`config.mk`:
```
export PLATFORM = sky130hd
export DESIGN_NAME = core2axi4l_flat
export DESIGN_NICKNAME = d
export VERILOG_FILES = /design/src/rtl/axi4l_pkg.sv /design/src/rtl/axi4l_if.sv /design/src/rtl/core_if.sv /design/src/rtl/core2axi4l.sv /design/src/flat_wrapper.sv
export SDC_FILE = /design/constraint.sdc
export NUM_CORES = 1
export LEC_CHECK = 0
export CORE_ASPECT_RATIO = 1.5
export CORE_UTILIZATION = 31
export CTS_BUF_LIST = sky130_fd_sc_hd__clkbuf_16
export DETAILED_ROUTE_END_ITERATION = 10
export PLACE_DENSITY = 0.86
export SYNTH_ARGS = -nofsm -noshare
export SYNTH_HDL_FRONTEND = slang
export SYNTH_SLANG_ARGS = --single-unit
```
`constraint.sdc`:
```
create_clock -name aclk -period 1.6 [get_ports aclk]
set_input_delay 0.4 -clock aclk [delete_from_list [all_inputs] [get_ports aclk]]
set_output_delay 0.4 -clock aclk [all_outputs]
set_load 0.005 [all_outputs]
```
`src/rtl/axi4l_pkg.sv`:
```
// AXI4-Lite shared types and the response error decode.
package axi4l_pkg;
   typedef enum logic [1:0] {
      OKAY   = 2'b00,
      EXOKAY = 2'b01,
      SLVERR = 2'b10,
      DECERR = 2'b11
   } resp_t;

   typedef logic [31:0] addr_t;
   typedef logic [31:0] data_t;
   typedef logic [3:0]  strb_t;

   // SLVERR and DECERR both have the msb set; OKAY and EXOKAY do not.
   function automatic logic is_err(resp_t r);
      return r[1];
   endfunction
endpackage

```
`src/rtl/axi4l_if.sv`:
```
// AXI4-Lite bus bundle; clock and reset travel with the bus.
interface axi4l_if (input logic aclk, input logic aresetn);
   import axi4l_pkg::*;
   logic  awvalid;
   logic  awready;
   addr_t awaddr;
   logic  wvalid;
   logic  wready;
   data_t wdata;
   strb_t wstrb;
   logic  bvalid;
   logic  bready;
   resp_t bresp;
   logic  arvalid;
   logic  arready;
   addr_t araddr;
   logic  rvalid;
   logic  rready;
   data_t rdata;
   resp_t rresp;

   modport master (input aclk, aresetn,
                   output awvalid, awaddr, wvalid, wdata, wstrb, bready, arvalid, araddr, rready,
                   input awready, wready, bvalid, bresp, arready, rvalid, rdata, rresp);
endinterface

```
`src/rtl/core_if.sv`:
```
// Core memory interface as seen by Ibex instruction/data ports.
interface core_if;
   import axi4l_pkg::*;
   logic  req;
   logic  gnt;
   logic  we;
   strb_t be;
   addr_t addr;
   data_t wdata;
   logic  rvalid;
   data_t rdata;
   logic  err;

   modport slave  (input req, we, be, addr, wdata, output gnt, rvalid, rdata, err);
   modport master (output req, we, be, addr, wdata, input gnt, rvalid, rdata, err);
endinterface

```
`src/rtl/core2axi4l.sv`:
```
// Core memory interface to AXI4-Lite master, one transaction outstanding.
// Response reaches core.rvalid in the R/B handshake cycle (REG_RESP=0) or one cycle later (REG_RESP=1).
module core2axi4l
   import axi4l_pkg::*;
#(
   parameter int unsigned REG_RESP = 0
) (
   core_if.slave   core,
   axi4l_if.master axi
);
   localparam logic [2:0] IDLE     = 3'd0;
   localparam logic [2:0] RD_ADDR  = 3'd1;
   localparam logic [2:0] RD_RESP  = 3'd2;
   localparam logic [2:0] WR_REQ   = 3'd3;
   localparam logic [2:0] WR_RESP  = 3'd4;
   localparam logic [2:0] RESP_OUT = 3'd5;

   logic [2:0] state;
   addr_t      addr_q;
   data_t      wdata_q;
   strb_t      be_q;
   logic       aw_done;
   logic       w_done;
   data_t      rdata_q;
   logic       err_q;

   logic       awvalid_int;
   logic       wvalid_int;
   logic       aw_hs;
   logic       w_hs;
   logic       r_hs;
   logic       b_hs;

   // Valids decode from registered state only, never from the matching ready.
   assign awvalid_int = (state == WR_REQ) & ~aw_done;
   assign wvalid_int  = (state == WR_REQ) & ~w_done;
   assign aw_hs       = awvalid_int & axi.awready;
   assign w_hs        = wvalid_int & axi.wready;
   assign r_hs        = (state == RD_RESP) & axi.rvalid;
   assign b_hs        = (state == WR_RESP) & axi.bvalid;

   assign core.gnt    = (state == IDLE) & core.req;

   assign axi.arvalid = (state == RD_ADDR);
   assign axi.araddr  = addr_q;
   assign axi.rready  = (state == RD_RESP);
   assign axi.awvalid = awvalid_int;
   assign axi.awaddr  = addr_q;
   assign axi.wvalid  = wvalid_int;
   assign axi.wdata   = wdata_q;
   assign axi.wstrb   = be_q;
   assign axi.bready  = (state == WR_RESP);

   always_comb begin
      core.rvalid = 1'b0;
      core.rdata  = '0;
      core.err    = 1'b0;
      if (REG_RESP != 0) begin
         if (state == RESP_OUT) begin
            core.rvalid = 1'b1;
            core.rdata  = rdata_q;
            core.err    = err_q;
         end
      end else if (r_hs) begin
         core.rvalid = 1'b1;
         core.rdata  = axi.rdata;
         core.err    = is_err(axi.rresp);
      end else if (b_hs) begin
         core.rvalid = 1'b1;
         core.err    = is_err(axi.bresp);
      end
   end

   always_ff @(posedge axi.aclk or negedge axi.aresetn) begin
      if (!axi.aresetn) begin
         state   <= IDLE;
         addr_q  <= '0;
         wdata_q <= '0;
         be_q    <= '0;
         aw_done <= 1'b0;
         w_done  <= 1'b0;
         rdata_q <= '0;
         err_q   <= 1'b0;
      end else begin
         case (state)
            IDLE: begin
               if (core.req) begin
                  addr_q  <= core.addr;
                  wdata_q <= core.wdata;
                  be_q    <= core.be;
                  state   <= core.we ? WR_REQ : RD_ADDR;
               end
            end
            RD_ADDR: begin
               if (axi.arready) state <= RD_RESP;
            end
            RD_RESP: begin
               if (axi.rvalid) begin
                  rdata_q <= axi.rdata;
                  err_q   <= is_err(axi.rresp);
                  state   <= (REG_RESP != 0) ? RESP_OUT : IDLE;
               end
            end
            WR_REQ: begin
               // AW and W may complete in either order or together.
               if ((aw_done | aw_hs) & (w_done | w_hs)) begin
                  aw_done <= 1'b0;
                  w_done  <= 1'b0;
                  state   <= WR_RESP;
               end else begin
                  aw_done <= aw_done | aw_hs;
                  w_done  <= w_done | w_hs;
               end
            end
            WR_RESP: begin
               if (axi.bvalid) begin
                  rdata_q <= '0;
                  err_q   <= is_err(axi.bresp);
                  state   <= (REG_RESP != 0) ? RESP_OUT : IDLE;
               end
            end
            RESP_OUT: state <= IDLE;
            default:  state <= IDLE;
         endcase
      end
   end
endmodule

```
`src/flat_wrapper.sv`:
```
// flat-port wrapper written by rule: the top's interface ports become plain ports
module core2axi4l_flat import axi4l_pkg::*;
#(
   parameter int unsigned REG_RESP = 0
)
  (core_req, core_we, core_be, core_addr, core_wdata, core_gnt, core_rvalid, core_rdata, core_err, aclk, aresetn, axi_awvalid, axi_awaddr, axi_wvalid, axi_wdata, axi_wstrb, axi_bready, axi_arvalid, axi_araddr, axi_rready, axi_awready, axi_wready, axi_bvalid, axi_bresp, axi_arready, axi_rvalid, axi_rdata, axi_rresp);
  core_if core_i ();
  axi4l_if axi_i (.aclk(aclk), .aresetn(aresetn));
  input wire logic [$bits(core_i.req)-1:0] core_req;
  input wire logic [$bits(core_i.we)-1:0] core_we;
  input wire logic [$bits(core_i.be)-1:0] core_be;
  input wire logic [$bits(core_i.addr)-1:0] core_addr;
  input wire logic [$bits(core_i.wdata)-1:0] core_wdata;
  output wire logic [$bits(core_i.gnt)-1:0] core_gnt;
  output wire logic [$bits(core_i.rvalid)-1:0] core_rvalid;
  output wire logic [$bits(core_i.rdata)-1:0] core_rdata;
  output wire logic [$bits(core_i.err)-1:0] core_err;
  input wire logic aclk;
  input wire logic aresetn;
  output wire logic [$bits(axi_i.awvalid)-1:0] axi_awvalid;
  output wire logic [$bits(axi_i.awaddr)-1:0] axi_awaddr;
  output wire logic [$bits(axi_i.wvalid)-1:0] axi_wvalid;
  output wire logic [$bits(axi_i.wdata)-1:0] axi_wdata;
  output wire logic [$bits(axi_i.wstrb)-1:0] axi_wstrb;
  output wire logic [$bits(axi_i.bready)-1:0] axi_bready;
  output wire logic [$bits(axi_i.arvalid)-1:0] axi_arvalid;
  output wire logic [$bits(axi_i.araddr)-1:0] axi_araddr;
  output wire logic [$bits(axi_i.rready)-1:0] axi_rready;
  input wire logic [$bits(axi_i.awready)-1:0] axi_awready;
  input wire logic [$bits(axi_i.wready)-1:0] axi_wready;
  input wire logic [$bits(axi_i.bvalid)-1:0] axi_bvalid;
  input wire logic [$bits(axi_i.bresp)-1:0] axi_bresp;
  input wire logic [$bits(axi_i.arready)-1:0] axi_arready;
  input wire logic [$bits(axi_i.rvalid)-1:0] axi_rvalid;
  input wire logic [$bits(axi_i.rdata)-1:0] axi_rdata;
  input wire logic [$bits(axi_i.rresp)-1:0] axi_rresp;
  assign core_i.req = core_req;
  assign core_i.we = core_we;
  assign core_i.be = core_be;
  assign core_i.addr = core_addr;
  assign core_i.wdata = core_wdata;
  assign core_gnt = core_i.gnt;
  assign core_rvalid = core_i.rvalid;
  assign core_rdata = core_i.rdata;
  assign core_err = core_i.err;
  assign axi_awvalid = axi_i.awvalid;
  assign axi_awaddr = axi_i.awaddr;
  assign axi_wvalid = axi_i.wvalid;
  assign axi_wdata = axi_i.wdata;
  assign axi_wstrb = axi_i.wstrb;
  assign axi_bready = axi_i.bready;
  assign axi_arvalid = axi_i.arvalid;
  assign axi_araddr = axi_i.araddr;
  assign axi_rready = axi_i.rready;
  assign axi_i.awready = axi_awready;
  assign axi_i.wready = axi_wready;
  assign axi_i.bvalid = axi_bvalid;
  assign axi_i.bresp = axi_bresp;
  assign axi_i.arready = axi_arready;
  assign axi_i.rvalid = axi_rvalid;
  assign axi_i.rdata = axi_rdata;
  assign axi_i.rresp = axi_rresp;
  core2axi4l #(.REG_RESP(REG_RESP)) u_core (.core(core_i), .axi(axi_i));
endmodule
```
## Yosys cells after proc, flatten, opt, wreduce, memory -nomap -nowiden

Index checks and enable logic that the tools add are counted.
Widths: inputs -> output; s select.

| word-level totals | value |
|---|---|
| word-level logic and storage cells | 44 |
| flip-flop bits (word level) | 73 |
| latch bits | 0 |
| ROM bits | 0 |
| memories kept | 0 |
| input port bits | 113 |
| output and inout port bits | 140 |
| RAM bits | 0 |

| operators by class | value |
|---|---|
| reductions and logical operators | 3 |
| $mul | 0 |
| shift-type cells | 0 |
| add/sub/neg operators | 0 |
| mux-type cells | 14 |
| eq/ne operators | 9 |
| $lt $le $gt $ge | 0 |
| div/mod/pow operators | 0 |
| bitwise logic cells | 12 |

Operator list:

| cell | count |
|---|---|
| $mux 32 | 1 |
| $mux 3 | 5 |
| $pmux 3 s5 | 1 |
| $and 1x1->1 | 8 |
| $eq 3x2->1 const B | 2 |
| $mux 1 | 6 |
| $ne 2x1->1 const B | 3 |
| $reduce_and 5->1 | 1 |
| $ne 2x2->1 const B | 2 |
| $eq 3x1->1 const B | 1 |
| $eq 3x3->1 const B | 1 |
| $logic_not 3->1 | 1 |
| $mux 2 | 1 |
| $not 1->1 | 2 |
| $or 1x1->1 | 2 |
| $reduce_and 2->1 | 1 |

## Logic depth before layout (Yosys ltp)

Gate-level depths: netlist of the first run.

| logic depth | value |
|---|---|
| depth after elaboration | 7 |
| mapped depth | 4 |

## Least setup slack after synthesis of the first run

Ideal clock, no wire load.

| timing path | value |
|---|---|
| path kind | reg-to-output |
| start point | register u_core.state[0] |
| end point | output port core_rdata[10] |
| cell stages (with the launch flop) | 4 |
| data arrival time | 1.283 ns |
| path slack | -0.083 ns |
| path buffers | 1 |
| cell sequence | dfrtp_1 -> nor3b_1 -> clkbuf_1 -> and3_1 |

| on the way | value |
|---|---|
| word-level cells in the longest chain between the ends | 3 |

RTL lines:

| item | line | source |
|---|---|---|
| start, declared | core2axi4l.sv:18 | `logic [2:0] state;` |
| start signal, assigned | core2axi4l.sv:91 | `state <= core.we ? WR_REQ : RD_ADDR;` |
| start signal, assigned | core2axi4l.sv:101 | `state <= (REG_RESP != 0) ? RESP_OUT : IDLE;` |
| start signal, assigned | core2axi4l.sv:119 | `state <= (REG_RESP != 0) ? RESP_OUT : IDLE;` |
| $eq 3x2->1 | core2axi4l.sv:39 | `assign r_hs = (state == RD_RESP) & axi.rvalid;` |
| $and 1x1->1 | core2axi4l.sv:39 |  |
| $mux 32 | core2axi4l.sv:64 | `end else if (r_hs) begin` |
| end, declared | flat_wrapper.sv:16 | `output wire logic [$bits(core_i.rdata)-1:0] core_rdata;` |

No other way between the ends.

## Final worst setup path of the first run

| timing path | value |
|---|---|
| start point | register u_core.state[2] |
| end point | output port core_rdata[18] |

The elaborated chain is that of the path after synthesis.

==> results.json, run 1 <==
{
  "cp-end-kind": "output pin",
  "yosys-top-cells-count": "dfrtp_1, mux2_2, and3_1, buf_4, nor2_1",
  "clkLatencyLatePin_ns": 0.33,
  "cap_violations": 0,
  "critPathMaxStageDelay_ns": 0.43,
  "required_ns": 1.20,
  "hp-class": "reg -> reg",
  "status": "complete, but fails checks",
  "path_cells": "nor3b_4 -> buf_6 -> buf_6 -> buf_16 -> and3_1 -> buf_2",
  "nets": 666,
  "synth_area_leaders": "dfrtp_1, mux2_2, buf_4",
  "cts_made_buffers": 9,
  "cp_max_fo": 8,
  "finalSetupTns_ns": -31.60,
  "ys_dominant_reg_cell": "dfrtp_1",
  "vias_per_cell": 4.77,
  "synth_most_common_cell": "dfrtp_1",
  "synth_cell_types": 26,
  "rsz0062_at_grt": "true",
  "dieArea_mm2": 0.0112,
  "cp-start-kind": "register",
  "yosys.area.top_type": "dfrtp_1",
  "vias": 3348,
  "dr.pass1.iters": 4,
  "gp_congestion": 0.931,
  "rows": 46,
  "final-setup-viol-count": 109,
  "relSlewSlack_pct": 76.6,
  "finClkSkew_ns": 0.00582,
  "cts_tree": "yes",
  "cp.arrival_ns": 1.64,
  "fp.dieH_um": 129,
  "ys_warn_count": 0,
  "critPathSlowestCell": "dfrtp_1",
  "p_leak_nw": 3.84,
  "grt_pass1_vias": 3513,
  "pwr_density_cell_mw_per_mm2": 1860,
  "tightestPinTransition_ns": 0.346,
  "hold_slack_ns": 0.503,
  "syn_avg_cell_area_um2": 13.3,
  "place_area_mm2": 0.00589,
  "synth_seq_cells": 73,
  "layout-drive-gt1-share_pct": 42.1,
  "fill_cells": 694,
  "syn-instance-count": 252,
  "syn_to_final_growth_pct": 121,
  "port_buffers": 250,
  "gr-total-overflow": 0,
  "ios": 253,
  "finalHoldViolCount": 0,
  "grt_pass1_wl_um": 18800,
  "antenna_found_initial": 0,
  "final_cell_area_mm2": 0.00741,
  "ys_seq_area_share_pct": 54.5,
  "async_flop_share_pct": 100,
  "grt_use_total_pct": 22.7,
  "synth_top_area_share_pct": 54.5,
  "detail-route-antenna-nets": 0,
  "insertedDiodeCount": 0,
  "criticalPathCategory": "reg -> out",
  "violations": "setup timing",
  "drt_iter0_drc": 99,
  "core-area_mm2": 0.0105,
  "peakVddDrop_uv": 964,
  "clk_transition_reported_paths_ns": 0.06,
  "post-dp-hpwl_um": 8320,
  "synth-edff-count": 0,
  "post_drt_wl_per_cell_um": 20.1,
  "grt_max_degree": 40,
  "die_x_um": 86.9,
  "finalCritPeriodShare_pct": 127,
  "clk_path_buf_depth": 2,
  "slew_violations": 0,
  "min_period_ns": 2.04,
  "crit_path_frequent_cell": "buf_6",
  "root_buffer": "clkbuf_16",
  "syn-num-nets": 365,
  "cts_sinks": 73,
  "drc": 0,
  "total_power_mw": 13.8,
  "setup_ws_ns": -0.439,
  "start_util_pct": 31.8,
  "r2r_slack_ns": -0.34,
  "clock.fmax_ghz": 0.491,
  "syn-cell-area_mm2": 0.00335,
  "routed_wirelength_um": 14100,
  "htree_levels": 3
}
## timing repair
item	in CTS	in global routing
endpoints found under the setup margin	170	154
resized for setup	302	113
hold buffers	1	0
pin swaps	20	7
endpoints found under the hold margin	20	0
gates cloned	11	3
setup buffers	42	23
## sequential cells by signal, summed over array words and instances (netlist names)
signal             count
u_core.axi.araddr     32
u_core.axi.wdata      32
u_core.axi.wstrb       4
u_core.state           3
u_core.aw_done         1
u_core.w_done          1
## metrics by stage
stage               std cells  util, %  setup slack, ns
floorplan                 252        -           0.0103
global placement          620     55.9           -0.682
detailed placement        620     55.9           -0.690
CTS                       689     66.8           -0.496
global route              702     70.3           -0.482
finish                    702     70.3           -0.439
## critical path: cells and delay by family (launching register included)
family                 cells  cell delay [ns]
DFF                        1             0.43
and+or+nand+nor            2             0.39
buffers and inverters      4             0.49
## area by class of cell
class,count,area [µm²],area share [%]
repair buffers,336,3490,47.1
flip-flops and latches,73,1830,24.7
multi-input cells,132,1570,21.2
clock buffers,9,225,3.04
well taps,144,180,2.43
clock inverters,7,111,1.50
inverters,1,3.75,0.0507
## cell families (layout without fill, tap and decap cells)
logic type,count (synthesis),after routing,share of synthesized area [%]
AO/OA/AOI/OAI,11,11,2.32
buffers and inverters,47,353,10.5
flip-flops,73,73,54.5
multiplexers,68,68,22.9
AND/OR/NAND/NOR,53,53,9.79
## report_power, final
part	switching [mW]	internal (mW)
logic	2.70	5.42
clock network	0.747	1.51
registers	0.616	2.80
## worst paths after layout
check / startpoint / endpoint / cells after the start
min in group asynchronous: aresetn / u_core.axi.araddr[20] / 2
max in group asynchronous: aresetn / u_core.axi.wstrb[1] / 3
hold / removal: u_core.axi.wdata[18] / u_core.axi.wdata[18] / 1
setup reg to reg: u_core.state[1] / u_core.axi.araddr[27] / 9
hold reg to reg: u_core.axi.wdata[18] / u_core.axi.wdata[18] / 1
setup / recovery: u_core.state[2] / core_rdata[18] / 6
## metal layers
metal | vias to the layer above | track usage, % | wire length (µm)
li1 | 1462 | - | -
met1 | 1644 | 20.9 | 4600
met2 | 207 | 45.3 | 7980
met3 | 35 | 4.65 | 906
met4 | 0 | 12.1 | 613
met5 | - | 0 | 0
## layout by cell type (no fill, tap or decap), types with 2 or more instances in the layout
master,count
dlygate4sd2_1,52
and3_4,18
a21oi_1,3
dfrtp_1,73
a21o_1,2
dlymetal6s2s_1,39
clkbuf_16,12
mux2_4,68
buf_12,8
nor2_1,8
and3_1,14
nor3b_4,3
buf_2,18
buf_8,4
buf_16,6
inv_1,3
nor2_4,2
clkdlybuf4s50_1,118
buf_4,47
buf_6,39
bufinv_16,3
Note: power is estimated with default switching activity, not from simulation.
==> run 2, diff against run 1 <==
--- a/config.mk
+++ b/config.mk
@@ -6,6 +6,7 @@
 export NUM_CORES = 1
 export LEC_CHECK = 0
 export CORE_ASPECT_RATIO = 1.5
+export CORE_MARGIN = 2
 export CORE_UTILIZATION = 31
 export CTS_BUF_LIST = sky130_fd_sc_hd__clkbuf_16
 export DETAILED_ROUTE_END_ITERATION = 10
==> run 2 against run 1 <==
The run still ends with setup timing left. Combinational power is 3.3% lower. Non-clock buffer count down 6. First-iteration DRC count decreased by 22%. Clock skew decreased by 0.00081 ns. Die area increased by 3.9%. Hold slack worse by 0.018 ns. Fmax shrank 0.11%. Critical path depth is 3 higher. Count of clock-buffer cells in the layout stayed put. Cell count is 1.0% lower. Utilization down 0.45 points. Critical path type is now reg -> reg. Critical endpoint is now u_core.axi.wdata[7].
==> results.json, run 2 (same netlist as run 1, synthesis figures left out) <==
{
  "clkLatencyLatePin_ns": 0.32,
  "routed_wirelength_um": 13300,
  "ios": 253,
  "port_buffers": 250,
  "mostFrequentLayoutCell": "clkdlybuf4s50_1",
  "post-dp-hpwl_um": 7970,
  "dieArea_mm2": 0.0117,
  "vias": 3277,
  "layout-drive-gt1-share_pct": 43.7,
  "pwr_density_cell_mw_per_mm2": 1790,
  "drt_iter0_drc": 77,
  "insertedDiodeCount": 0,
  "cp_max_fo": 8,
  "rsz0062_at_grt": "true",
  "drc": 0,
  "peakVddDrop_uv": 987,
  "hp-class": "in -> async",
  "grt_pass1_wl_um": 19100,
  "finClkSkew_ns": 0.00502,
  "grt_use_total_pct": 21.4,
  "dr.pass1.iters": 4,
  "post_drt_wl_per_cell_um": 19.2,
  "relSlewSlack_pct": 79.5,
  "slew_violations": 0,
  "clock.fmax_ghz": 0.490,
  "cts_sinks": 73,
  "finalHoldViolCount": 0,
  "antenna_found_initial": 0,
  "start_util_pct": 31.8,
  "htree_levels": 3,
  "vias_per_cell": 4.72,
  "syn_to_final_growth_pct": 120,
  "cp-end-kind": "register",
  "gp_congestion": 0.847,
  "total_power_mw": 13.2,
  "finalCritPeriodShare_pct": 128,
  "detail-route-antenna-nets": 0,
  "rows": 46,
  "nets": 660,
  "cts_tree": "yes",
  "clk_path_buf_depth": 2,
  "cp-start-kind": "register",
  "gr-total-overflow": 0,
  "violations": "setup timing",
  "die_x_um": 88.9,
  "criticalPathCategory": "reg -> reg",
  "final-setup-viol-count": 110,
  "p_leak_nw": 3.74,
  "required_ns": 1.81,
  "grt_max_degree": 41,
  "cp.arrival_ns": 2.25,
  "status": "complete, but fails checks",
  "clk_transition_reported_paths_ns": 0.06,
  "core-area_mm2": 0.0105,
  "cap_violations": 0,
  "cts_made_buffers": 9,
  "root_buffer": "clkbuf_16",
  "layout_common_cells": "clkdlybuf4s50_1, dfrtp_1, mux2_4",
  "setup_ws_ns": -0.441,
  "finalSetupTns_ns": -38.18,
  "grt_pass1_vias": 3526,
  "reg2reg_depth": 9,
  "fill_cells": 708,
  "min_period_ns": 2.04,
  "tightestPinTransition_ns": 0.307,
  "fp.dieH_um": 131
}
-- run 2: cell count changes in the layout (fill, tap and decap cells not counted), moves of 2 or more --
cell,before,now
buf_2,18,7
and3_1,14,4
and3_4,18,28
mux2_2,0,7
mux2_4,68,61
buf_6,39,45
clkdlybuf4s50_1,118,113
dlygate4sd2_1,52,57
buf_12,8,11
buf_8,4,1
bufinv_16,3,1
inv_1,3,1
-- run 2: repair_timing --
item                                    in CTS  in global routing
hold buffers                                 1                  0
resized for setup                          320                 97
gates cloned                                 9                  2
pin swaps                                   16                 22
endpoints found under the setup margin     177                151
buffers inserted                            38                 18
endpoints found under the hold margin       16                  0
-- run 2: worst paths after layout --
path	startpoint	to	slack [ns]
min reg2reg	u_core.axi.wdata[23]	u_core.axi.wdata[23]	0.50
max	u_core.state[0]	u_core.axi.wdata[7]	-0.44
max reg2reg	u_core.state[0]	u_core.axi.wdata[7]	-0.44
min in group aclk	u_core.axi.wdata[23]	u_core.axi.wdata[23]	0.50
min	aresetn	u_core.axi.wdata[10]	0.48
max in group asynchronous	aresetn	u_core.state[0]	0.59
-- run 2: cell type report --
type                            count  area (µm²)  share of cell area (%)
Clock buffer                        9         225                    3.06
Clock inverter                      6        60.1                   0.816
Inverter                            1        3.75                  0.0510
Multi-Input combinational cell    132        1610                    21.8
Sequential cell                    73        1830                    24.8
Tap cell                          144         180                    2.45
Timing Repair Buffer              330        3460                    47.0
-- run 2: layer usage --
layer / share of wire (%) / up-vias / track usage [%]
li1: - / 1448 / -
met1: 33 / 1601 / 21.8
met2: 57 / 205 / 41.1
met3: 7.8 / 23 / 4.08
met4: 2.4 / 0 / 7.83
met5: 0 / - / 0
-- run 2: worst max-delay path, cell delays in order, from the launching register on --
cell	delay (ns)
dfrtp_1	0.41
buf_4	0.15
buf_6	0.11
buf_4	0.16
nor3b_4	0.24
buf_6	0.17
buf_12	0.12
buf_12	0.11
buf_16	0.13
mux2_4	0.30
-- run 2: power breakdown --
part	leakage (nW)	internal (mW)	switching (mW)	total, mW
Clock	0.139	1.19	0.763	1.95
Sequential	0.863	2.80	0.592	3.40
Combinational	2.74	5.25	2.59	7.84
Total	3.74	9.24	3.95	13.2
-- run 2: stage by stage --
step / setup WS [ns] / std cells / util [%] / hold WS, ns / cell area, µm²
finish: -0.441 / 695 / 69.9 / 0.485 / 7360
global route: -0.481 / 695 / 69.9 / 0.508 / 7360
CTS: -0.497 / 682 / 66.7 / 0.487 / 7020
detailed placement: -0.696 / 620 / 56.0 / 0.288 / 5900
global placement: -0.689 / 620 / 56.0 / 0.284 / 5900
floorplan: 0.0103 / 252 / - / 0.104 / 3350
